### src/rtl/alu_pkg.sv
// Shared types and constants for the shared-ALU controller slice:
// default widths, ALU opcodes and the controller FSM encoding.
package alu_pkg;

    localparam int DEF_DATA_W = 8;
    localparam int DEF_CMD_W  = 3;

    localparam logic [DEF_CMD_W-1:0] OP_ADD = 3'b000;
    localparam logic [DEF_CMD_W-1:0] OP_SUB = 3'b001;
    localparam logic [DEF_CMD_W-1:0] OP_AND = 3'b010;
    localparam logic [DEF_CMD_W-1:0] OP_OR  = 3'b011;

    typedef enum logic [1:0] {
        ST_IDLE = 2'd0,
        ST_EXEC = 2'd1,
        ST_RESP = 2'd2
    } state_t;

    // Any opcode with the top bit set is reserved.
    function automatic logic cmd_illegal(input logic [DEF_CMD_W-1:0] cmd);
        return cmd[DEF_CMD_W-1];
    endfunction

endpackage

### src/rtl/alu_share_ctrl_if.sv
// Request and response channels between client engines and the
// shared-ALU controller.
interface alu_share_ctrl_if #(
    parameter int DATA_W = alu_pkg::DEF_DATA_W,
    parameter int CMD_W  = alu_pkg::DEF_CMD_W,
    parameter int N_REQ  = 2,
    parameter int ID_W   = $clog2(N_REQ)
);

    logic [N_REQ-1:0]        req_valid;
    logic [N_REQ-1:0]        req_ready;
    logic [N_REQ*DATA_W-1:0] req_a;
    logic [N_REQ*DATA_W-1:0] req_b;
    logic [N_REQ*CMD_W-1:0]  req_cmd;

    logic              rsp_valid;
    logic              rsp_ready;
    logic [ID_W-1:0]   rsp_id;
    logic [DATA_W-1:0] rsp_y;
    logic              rsp_z;
    logic              rsp_c;
    logic              rsp_err;

    modport master (
        output req_valid, req_a, req_b, req_cmd, rsp_ready,
        input  req_ready, rsp_valid, rsp_id, rsp_y,
        input  rsp_z, rsp_c, rsp_err
    );

    modport slave (
        input  req_valid, req_a, req_b, req_cmd, rsp_ready,
        output req_ready, rsp_valid, rsp_id, rsp_y,
        output rsp_z, rsp_c, rsp_err
    );

endinterface

### src/rtl/rr_arbiter.sv
// Round-robin arbiter: search starts one past the last-grant pointer
// and the first active request wins.
module rr_arbiter #(
    parameter int N_REQ = 2,
    parameter int ID_W  = $clog2(N_REQ)
) (
    input  logic [N_REQ-1:0] req,
    input  logic [ID_W-1:0]  ptr,
    input  logic             en,
    output logic [N_REQ-1:0] grant,
    output logic [ID_W-1:0]  idx,
    output logic             any
);

    function automatic int wrap(input int p, input int i);
        return (p + i) % N_REQ;
    endfunction

    always_comb begin
        grant = '0;
        idx   = '0;
        any   = 1'b0;
        for (int i = 1; i <= N_REQ; i++) begin
            if (en && !any && req[wrap(int'(ptr), i)]) begin
                grant[wrap(int'(ptr), i)] = 1'b1;
                idx = ID_W'(wrap(int'(ptr), i));
                any = 1'b1;
            end
        end
    end

endmodule

### src/rtl/alu_share_ctrl.sv
// Shares one combinational ALU among N_REQ requesters: accept one op,
// drive the ALU from registered operands, return the captured result.
module alu_share_ctrl
    import alu_pkg::*;
#(
    parameter int DATA_W = DEF_DATA_W,
    parameter int CMD_W  = DEF_CMD_W,
    parameter int N_REQ  = 2,
    parameter int ID_W   = $clog2(N_REQ)
) (
    input  logic              clk,
    input  logic              rst_n,
    alu_share_ctrl_if.slave   bus,
    output logic [DATA_W-1:0] alu_a,
    output logic [DATA_W-1:0] alu_b,
    output logic [CMD_W-1:0]  alu_cmd,
    input  logic [DATA_W-1:0] alu_y,
    input  logic              alu_z,
    input  logic              alu_c,
    output logic              busy
);

    state_t state_q, state_d;

    logic [ID_W-1:0]   ptr_q;
    logic [ID_W-1:0]   id_q;
    logic [DATA_W-1:0] y_q;
    logic              z_q;
    logic              c_q;
    logic              err_q;

    logic [N_REQ-1:0]  grant;
    logic [ID_W-1:0]   win;
    logic              accept;
    logic              arb_en;

    logic [DATA_W-1:0] a_sel;
    logic [DATA_W-1:0] b_sel;
    logic [CMD_W-1:0]  cmd_sel;

    // Gating with rst_n keeps req_ready low throughout reset.
    assign arb_en = (state_q == ST_IDLE) && rst_n;

    rr_arbiter #(
        .N_REQ (N_REQ),
        .ID_W  (ID_W)
    ) u_arb (
        .req   (bus.req_valid),
        .ptr   (ptr_q),
        .en    (arb_en),
        .grant (grant),
        .idx   (win),
        .any   (accept)
    );

    always_comb begin
        a_sel   = '0;
        b_sel   = '0;
        cmd_sel = '0;
        for (int i = 0; i < N_REQ; i++) begin
            if (grant[i]) begin
                a_sel   = bus.req_a[i*DATA_W +: DATA_W];
                b_sel   = bus.req_b[i*DATA_W +: DATA_W];
                cmd_sel = bus.req_cmd[i*CMD_W +: CMD_W];
            end
        end
    end

    always_ff @(posedge clk or negedge rst_n) begin
        if (!rst_n) begin
            state_q <= ST_IDLE;
        end else begin
            state_q <= state_d;
        end
    end

    always_comb begin
        state_d = state_q;
        case (state_q)
            ST_IDLE: if (accept) state_d = ST_EXEC;
            ST_EXEC: state_d = ST_RESP;
            ST_RESP: if (bus.rsp_ready) state_d = ST_IDLE;
            default: state_d = ST_IDLE;
        endcase
    end

    always_ff @(posedge clk or negedge rst_n) begin
        if (!rst_n) begin
            ptr_q   <= ID_W'(N_REQ - 1);
            id_q    <= '0;
            alu_a   <= '0;
            alu_b   <= '0;
            alu_cmd <= '0;
        end else if (accept) begin
            ptr_q   <= win;
            id_q    <= win;
            alu_a   <= a_sel;
            alu_b   <= b_sel;
            alu_cmd <= cmd_sel;
        end
    end

    // Reserved opcodes report an error with all result fields cleared.
    always_ff @(posedge clk or negedge rst_n) begin
        if (!rst_n) begin
            y_q   <= '0;
            z_q   <= 1'b0;
            c_q   <= 1'b0;
            err_q <= 1'b0;
        end else if (state_q == ST_EXEC) begin
            if (cmd_illegal(alu_cmd)) begin
                y_q   <= '0;
                z_q   <= 1'b0;
                c_q   <= 1'b0;
                err_q <= 1'b1;
            end else begin
                y_q   <= alu_y;
                z_q   <= alu_z;
                c_q   <= alu_c;
                err_q <= 1'b0;
            end
        end
    end

    assign bus.req_ready = grant;
    assign bus.rsp_valid = (state_q == ST_RESP);
    assign bus.rsp_id    = id_q;
    assign bus.rsp_y     = y_q;
    assign bus.rsp_z     = z_q;
    assign bus.rsp_c     = c_q;
    assign bus.rsp_err   = err_q;
    assign busy          = (state_q != ST_IDLE);

endmodule

### src/flat_wrapper.sv
// flat-port wrapper written by rule: the top's interface ports become plain ports
module alu_share_ctrl_flat import alu_pkg::*;
#(
    parameter int DATA_W = DEF_DATA_W,
    parameter int CMD_W  = DEF_CMD_W,
    parameter int N_REQ  = 2,
    parameter int ID_W   = $clog2(N_REQ)
)
  (clk, rst_n, alu_a, alu_b, alu_cmd, alu_y, alu_z, alu_c, busy, bus_req_valid, bus_req_a, bus_req_b, bus_req_cmd, bus_rsp_ready, bus_req_ready, bus_rsp_valid, bus_rsp_id, bus_rsp_y, bus_rsp_z, bus_rsp_c, bus_rsp_err);
  alu_share_ctrl_if #(.DATA_W(DATA_W), .CMD_W(CMD_W), .N_REQ(N_REQ), .ID_W(ID_W)) bus_i ();
  input  logic clk;
  input  logic rst_n;
  output logic [DATA_W-1:0] alu_a;
  output logic [DATA_W-1:0] alu_b;
  output logic [CMD_W-1:0] alu_cmd;
  input  logic [DATA_W-1:0] alu_y;
  input  logic alu_z;
  input  logic alu_c;
  output logic busy;
  input wire logic [$bits(bus_i.req_valid)-1:0] bus_req_valid;
  input wire logic [$bits(bus_i.req_a)-1:0] bus_req_a;
  input wire logic [$bits(bus_i.req_b)-1:0] bus_req_b;
  input wire logic [$bits(bus_i.req_cmd)-1:0] bus_req_cmd;
  input wire logic [$bits(bus_i.rsp_ready)-1:0] bus_rsp_ready;
  output wire logic [$bits(bus_i.req_ready)-1:0] bus_req_ready;
  output wire logic [$bits(bus_i.rsp_valid)-1:0] bus_rsp_valid;
  output wire logic [$bits(bus_i.rsp_id)-1:0] bus_rsp_id;
  output wire logic [$bits(bus_i.rsp_y)-1:0] bus_rsp_y;
  output wire logic [$bits(bus_i.rsp_z)-1:0] bus_rsp_z;
  output wire logic [$bits(bus_i.rsp_c)-1:0] bus_rsp_c;
  output wire logic [$bits(bus_i.rsp_err)-1:0] bus_rsp_err;
  assign bus_i.req_valid = bus_req_valid;
  assign bus_i.req_a = bus_req_a;
  assign bus_i.req_b = bus_req_b;
  assign bus_i.req_cmd = bus_req_cmd;
  assign bus_i.rsp_ready = bus_rsp_ready;
  assign bus_req_ready = bus_i.req_ready;
  assign bus_rsp_valid = bus_i.rsp_valid;
  assign bus_rsp_id = bus_i.rsp_id;
  assign bus_rsp_y = bus_i.rsp_y;
  assign bus_rsp_z = bus_i.rsp_z;
  assign bus_rsp_c = bus_i.rsp_c;
  assign bus_rsp_err = bus_i.rsp_err;
  alu_share_ctrl #(.DATA_W(DATA_W), .CMD_W(CMD_W), .N_REQ(N_REQ), .ID_W(ID_W)) u_core (.clk(clk), .rst_n(rst_n), .bus(bus_i), .alu_a(alu_a), .alu_b(alu_b), .alu_cmd(alu_cmd), .alu_y(alu_y), .alu_z(alu_z), .alu_c(alu_c), .busy(busy));
endmodule
### config.mk
export PLATFORM = sky130hd
export DESIGN_NAME = alu_share_ctrl_flat
export DESIGN_NICKNAME = d
export VERILOG_FILES = /design/src/rtl/alu_pkg.sv /design/src/rtl/alu_share_ctrl_if.sv /design/src/rtl/rr_arbiter.sv /design/src/rtl/alu_share_ctrl.sv /design/src/flat_wrapper.sv
export SDC_FILE = /design/constraint.sdc
export NUM_CORES = 1
export LEC_CHECK = 0
export BUFFER_PORTS_ARGS = -buffer_cell sky130_fd_sc_hd__buf_2
export CORE_MARGIN = 3
export CORE_UTILIZATION = 45
export CTS_BUF_LIST = sky130_fd_sc_hd__clkbuf_4 sky130_fd_sc_hd__clkbuf_8
export DETAILED_ROUTE_END_ITERATION = 8
export GPL_ROUTABILITY_DRIVEN = 0
export PLACE_DENSITY = 0.82
export SYNTH_ARGS = -nofsm -noshare
export SYNTH_HDL_FRONTEND = slang
export SYNTH_SLANG_ARGS = --single-unit
### constraint.sdc
create_clock -name clk -period 1.7 [get_ports clk]
set_input_delay 0.17 -clock clk [delete_from_list [all_inputs] [get_ports clk]]
set_output_delay 0.17 -clock clk [all_outputs]
set_load 0.01 [all_outputs]
==> qor.txt, run 1 <==
Status = finished clean
WP data arrival = 1480 ps
Post-synthesis cell count = 132
Share of cells above drive strength 1 = 0.522
HPWL after DPL = 2.75 mm
Via count = 1448
Hold path depth = 2
HP Start = bus_rsp_ready
Mapped Area = 1560 um^2
Final worst path period need = 1650 ps
Worst Hold Class = in2reg
Power Density = 1440 nW/um^2
Core Region = 3180 um^2
Highest clock rate = 606 MHz
Num CTS Buffers = 5
Row cnt = 20
Clock slew at reported path FFs = 80 ps
Avg Cell Area, Syn = 11.8 um^2
CP top delay family = simple AND/OR/NAND/NOR gates
Clk buf depth = 2
First-pass GRT wire length = 6.33 mm
Hold EP = u_core.state_q[1]
Max VDD drop = 0.684 mV
Synthesized flop and latch total = 34
Final setup vio count = 0
Die H = 64.9 um
Level count of the clock H-tree = 2
Yosys warnings = 0
Clk_lat worst skew = 320 ps
Finished Core Util = 0.680
Synth top area share = 0.528
CP cell instances = nor3b_4, buf_6, and3_1, buf_2
Total GRT Usage = 0.196
Final Max Tran Viols = 0
Total leakage power = 1.15 nW
Nets = 283
Largest net degree at the start of global routing = 35
Vias/cell = 5.28
Post-synth top area cell = dfrtp_1
Dominant cells by area after synthesis = dfrtp_1 (53%), a221o_1 (12%), and4_1 (9.0%), nand2b_1 (4.8%), o21ai_0 (3.2%)
RSZ-0062 raised after global routing = true
IO Port Bufs = 87
Slew headroom = 0.466
Worst slew pin tran = 801 ps
Die ar. = 4220 um^2
CP startpoint kind = register
R2R depth = 4
Critical path data required time = 1530 ps
Yosys cell types = 24
Drt first-iter violations = 24
CTS root buf = clkbuf_4
WS Path Type = reg2out
Worst Path Max Fanout = 12
WL per Instance = 14.2 um
Final cycle utilization of the critical path = 0.971
Vias in the first global route = 1371
Mapped Nets = 185
Residual DRC = 0
Post-route ant nets = 0
Critical-path top delay cell = dfrtp_1
CP peak stage delay = 430 ps
DRT Pass-1 Iters = 4
Antenna violations before repair = 0
CTS tree = done
Fillers = 258
Clock Skew = 8.41 ps
Tightest hold margin = 47.4 ps
Sink Count = 34
Final wirelength = 3.90 mm
Final hold vios = 0
Crit Reg-Reg Endpoint = u_core.alu_a[4]
Max-Cap Viols = 0
Post-synthesis sequential area ratio = 0.545
Initial core utilization = 0.492
Area growth syn-to-layout = 38.4%
FF-to-FF setup slack = 120 ps
WP buf/inv = 2
Die X = 64.9 um
Global route overflow = 0
# diodes = 0
Critical Path End Type = output pin
I/O pin count = 88
R2R Path Start = u_core.state_q[1]
==> layout by cell type, fill, tap and decap left out, drive strengths merged <==
| cell | instances |
|---|---|
| a31oi | 1 |
| and4 | 19 |
| a21oi | 2 |
| nor2 | 1 |
| dlygate4sd3 | 1 |
| dfrtp | 33 |
| o21ai | 12 |
| or2 | 1 |
| nor3b | 1 |
| clkbuf | 7 |
| a221o | 19 |
| inv | 2 |
| nand2 | 11 |
| nand2b | 12 |
| buf | 102 |
| or2b | 1 |
| mux2 | 1 |
| and3 | 3 |
| dfstp | 1 |
==> cells by family after synthesis <==
family | after synthesis | share of synthesized area
mux | 1 | 0.00721
flops | 34 | 0.545
simple gates | 48 | 0.218
compound gates | 34 | 0.173
buf+inv | 15 | 0.0568
==> where the power goes <==
part | internal (mW) | total, mW | switching [mW]
clock | 0.188 | 0.422 | 0.235
combinational | 0.670 | 1.29 | 0.617
sequential | 1.16 | 1.39 | 0.232
total | 2.02 | 3.10 | 1.08
==> through the flow <==
step	TNS, ps	power, mW	setup WS, ps	cells	area (um^2)
4_1_cts	0	3.09	6.96	268	2110
3_5_place_dp	0	2.62	123	255	2010
2_1_floorplan	0	2.09	378	132	1560
5_1_grt	-76.3	3.32	-72.8	274	2160
6_report	0	3.10	49.1	274	2160
3_3_place_gp	0	2.59	164	255	2010
==> Yosys cell counts <==
| cell type | count |
|---|---|
| a21oi_1 | 2 |
| a221o_1 | 19 |
| a31oi_1 | 1 |
| and3_1 | 1 |
| and3_4 | 1 |
| and4_1 | 16 |
| and4_2 | 3 |
| buf_2 | 2 |
| buf_6 | 4 |
| clkbuf_1 | 7 |
| dfrtp_1 | 33 |
| dfstp_2 | 1 |
| inv_1 | 1 |
| inv_2 | 1 |
| mux2_2 | 1 |
| nand2_1 | 11 |
| nand2b_1 | 12 |
| nor2_1 | 1 |
| nor3b_4 | 1 |
| o21ai_0 | 10 |
| o21ai_1 | 1 |
| o21ai_2 | 1 |
| or2_2 | 1 |
| or2b_1 | 1 |
==> state kept, by name, summed over array words and instances (netlist names) <==
| signal | flops |
|---|---|
| u_core.bus.rsp_c | 1 |
| u_core.bus.rsp_id | 1 |
| u_core.state_q | 2 |
| u_core.bus.rsp_y | 8 |
| u_core.alu_b | 8 |
| u_core.bus.rsp_err | 1 |
| u_core.bus.rsp_z | 1 |
| u_core.ptr_q | 1 |
| u_core.alu_a | 8 |
| u_core.alu_cmd | 3 |
==> layout make-up <==
class | count | area, um^2 | area share
Clock buffer | 7 | 52.6 | 0.0243
Inverter | 2 | 7.51 | 0.00347
Multi-Input combinational cell | 84 | 633 | 0.293
Sequential cell | 34 | 852 | 0.394
Tap cell | 44 | 55.1 | 0.0255
Timing Repair Buffer | 103 | 562 | 0.260
==> layer usage <==
metal | track usage | part of all wire | vias up
met3 | 0.0624 | 0.076 | 8
met1 | 0.251 | 0.45 | 680
met5 | 0 | 0 | -
met4 | 0.0712 | 0.016 | 0
li1 | - | - | 700
met2 | 0.310 | 0.46 | 60
==> how the worst max path moves through the flow <==
stage	cells after the start	end	from	slack [ps]
2_1_floorplan	4	u_core.alu_a[0]	u_core.ptr_q	380
3_3_place_gp	3	u_core.alu_b[4]	u_core.state_q[1]	160
3_5_place_dp	3	u_core.alu_a[4]	u_core.state_q[1]	120
4_1_cts	4	bus_req_ready[1]	u_core.state_q[0]	7
5_1_grt	4	bus_req_ready[1]	u_core.state_q[1]	-70
6_report	4	bus_req_ready[1]	u_core.state_q[1]	50
==> what timing repair did <==
action,in CTS,in global routing
hold buffers,1,0
cloned,1,0
resized for setup,1,1
pin swaps,2,2
setup endpoints to repair,2,14
setup buffers,4,6
endpoints found under the hold margin,33,0
(Power assumes the default switching activity.)
==> run 2, diff against run 1 <==
--- a/config.mk
+++ b/config.mk
@@ -5,6 +5,7 @@
 export SDC_FILE = /design/constraint.sdc
 export NUM_CORES = 1
 export LEC_CHECK = 0
+export ABC_AREA = 1
 export BUFFER_PORTS_ARGS = -buffer_cell sky130_fd_sc_hd__buf_2
 export CORE_MARGIN = 3
 export CORE_UTILIZATION = 45
==> run 2 against run 1 <==
  * Via count increased by 6.9%
  * Sequential cell count unchanged
  * Register-to-register slack improved by 210 ps
  * First-iteration DRC count rose by 130%
  * Count of clock-buffer cells in the layout shrank 1
  * Clock power barely moved
  * Clock skew up 4.2 ps
  * Wire length decreased by 1.6%
  * Sequential power barely moved
  * Synthesized cell count up 37%
  * Worst setup slack gained 82 ps
  * Core utilization shrank 2.2 points
==> qor.txt, run 2 <==
Post-route ant nets = 0 (unchanged)
Post-synth top area cell = dfrtp_1
Worst Path Max Fanout = 10 (-2)
Via count = 1548 (+6.9%)
# diodes = 0 (unchanged)
Vias/cell = 4.87 (-7.9%)
WS Path Type = in2out
Commonest non-fill, non-tap cell in the layout = buf_2
Critical-path top delay cell = dlygate4sd3_1
Antenna violations before repair = 0 (unchanged)
Critical path data required time = 1530 ps (about the same)
Clk_lat worst skew = 330 ps (about the same)
Die H = 64.8 um (-0.22%)
Clock Skew = 12.6 ps (+4.15 ps)
RSZ-0062 raised after global routing = false
Mapped Area = 1560 um^2 (-0.48%)
Critical Path End Type = output pin
Area growth syn-to-layout = 34.4%
Post-synthesis cell count = 181 (+37%)
Part of the power in registers = 0.445 (-0.004)
Num CTS Buffers = 5 (unchanged)
Total GRT Usage = 0.192 (-0.00387)
Synth cell count leaders = nand3_1 (57), nand2_1 (54), dfrtp_1 (33)
Largest net degree at the start of global routing = 25 (-29%)
Initial core utilization = 0.489 (-0.00236)
Synthesized flop and latch total = 34 (unchanged)
Worst setup margin = 131 ps (+82.2 ps)
Fraction of registers with async set or reset after synthesis = 1.00 (unchanged)
HPWL after DPL = 2.89 mm (+5.1%)
Place WS = 321 ps (+198 ps)
DRT Pass-1 Iters = 6 (+2)
CTS root buf = clkbuf_4
Final instance area = 2090 um^2 (-3.3%)
Status = finished clean
Final Max Tran Viols = 0 (unchanged)
Final worst path period need = 1570 ps (-82.2 ps)
Mapped Nets = 234 (+26%)
CP cell instances = dlygate4sd3_1, buf_2, inv_1, nor2_4, nand2_2, inv_1, buf_2
Met1 track demand over resource = 0.227 (-0.0237)
Total leakage power = 1.21 nW (+4.5%)
Final cycle utilization of the critical path = 0.923 (-0.0484)
Highest clock rate = 637 MHz (+5.2%)
GRT busiest layer = met2
Yosys cell types = 16 (-33%)
Most frequent cells in the layout = buf_2 (87), nand3_1 (57), nand2_1 (54)
Synth top area share = 0.531 (+0.00255)
Sink Count = 34 (unchanged)
IO Port Bufs = 87 (unchanged)
Sw power = 1.21 mW (+12%)
Level count of the clock H-tree = 2 (unchanged)
Ys flop type = dfrtp_1
Sw frac = 0.387 (+0.0377)
WL per Instance = 12.1 um (-15%)
Drt first-iter violations = 54 (+130%)
Met3 usage = 0.0520 (-0.0104)
Fillers = 273 (+5.8%)
CP top delay family = buffers and inverters
Avg Cell Area, Syn = 8.59 um^2 (-27%)
CP peak stage delay = 540 ps (+110 ps)
Finished Core Util = 0.658 (-0.0224)
Post-synth EDFFs = 0 (unchanged)
Final setup vio count = 0 (unchanged)
Top-count cell post-synth = nand3_1
Max VDD drop = 0.730 mV (+6.7%)
Final hold vios = 0 (unchanged)
Worst Hold Class = in2reg
Clock slew at reported path FFs = 100 ps (+20 ps)
Residual DRC = 0 (unchanged)
Clock power share = 0.136 (about the same)
Internal power = 1.92 mW (-4.9%)
Post-synthesis sequential area ratio = 0.548 (+0.00263)
Setup_tns = 0 ps (unchanged)
Share of cells above drive strength 1 = 0.420 (-0.102)
Max-Cap Viols = 0 (unchanged)
CTS tree = done
Global route overflow = 0 (unchanged)
Final wirelength = 3.84 mm (-1.6%)
Die ar. = 4200 um^2 (-0.43%)
I/O pin count = 88 (unchanged)
Slew headroom = 0.689 (+0.223)
First-pass GRT wire length = 6.18 mm (-2.3%)
Die X = 64.8 um (-0.22%)
Clk buf depth = 2 (unchanged)
Vias in the first global route = 1455 (+6.1%)
Dominant cells by area after synthesis = dfrtp_1 (53%), nand3_1 (18%), nand2_1 (13%), buf_6 (3.6%), buf_2 (2.3%)
Power Density = 1500 nW/um^2 (+4.4%)
Yosys warnings = 0 (unchanged)
Combinational power share = 0.419 (+0.004)
Worst slew pin tran = 466 ps (-335 ps)
Post-DP Area = 2010 um^2 (-0.12%)
Core Region = 3180 um^2 (unchanged)
WP buf/inv = 5 (+3)
CP startpoint kind = primary input
Nets = 326 (+15%)
Grt met2 use = 0.336 (+0.0255)
Row cnt = 20 (unchanged)
WP data arrival = 1400 ps (-80 ps)
[run 2: area by class of cell]
cell class              instances  area, um^2  share of cell area
inverters                       9        33.8              0.0162
well taps                      44        55.1              0.0263
repair buffers                 97         513               0.245
multi-input cells             126         582               0.278
clock inverters                 2        10.0             0.00479
clock buffers                   6        45.0              0.0215
flip-flops and latches         34         852               0.408
[run 2: cell families (layout without fill, tap and decap cells)]
kind of cell	Yosys count	after routing	synth area share
DFF	34	34	0.548
buffers and inverters	21	114	0.0804
and+or+nand+nor	124	124	0.365
AOI/OAI and AO/OA	2	2	0.00643
[run 2: tightest hold or removal path, stage by stage]
cell and delay (ps):
buf_2 80, nand2_1 40, nand2_1 50
[run 2: path summary, 6_finish.rpt]
path,from,to,slack [ps],depth (start not counted)
min in group asynchronous,rst_n,u_core.alu_b[7],350,3
max in group asynchronous,rst_n,u_core.alu_a[0],1040,3
hold / removal,alu_y[3],u_core.bus.rsp_y[3],40,3
setup reg to reg,u_core.state_q[0],u_core.alu_cmd[1],330,7
setup / recovery,rst_n,bus_req_ready[1],130,7
hold reg to reg,u_core.bus.rsp_y[1],u_core.bus.rsp_y[1],480,2
[run 2: timing repair]
item / in CTS / in global routing
gates resized for setup: 0 / 1
setup endpoints to repair: 0 / 2
hold endpoints to repair: 34 / 0
setup buffers: 0 / 2
hold buffers: 1 / 0
[run 2: metal layers]
layer | share of wire | wire, um
met5 | 0 | 0
met4 | 0.0094 | 36
met3 | 0.087 | 334
met2 | 0.48 | 1840
met1 | 0.42 | 1620
[run 2: per-stage QoR]
step / hold slack, ps / instances / total power, mW
3_3_place_gp: 147 / 307 / 2.67
6_report: 39.5 / 318 / 3.13
4_1_cts: 28.0 / 316 / 3.15
2_1_floorplan: -126 / 181 / 2.17
5_1_grt: 28.2 / 318 / 3.39
3_5_place_dp: 159 / 307 / 2.71
[run 2: power by group through the flow]
stage	logic [mW]	clock network, mW	registers [mW]
2_1_floorplan	0.592	0	1.57
3_3_place_gp	1.27	0	1.40
3_5_place_dp	1.32	0	1.39
4_1_cts	1.32	0.440	1.39
5_1_grt	1.48	0.469	1.44
6_report	1.31	0.425	1.39
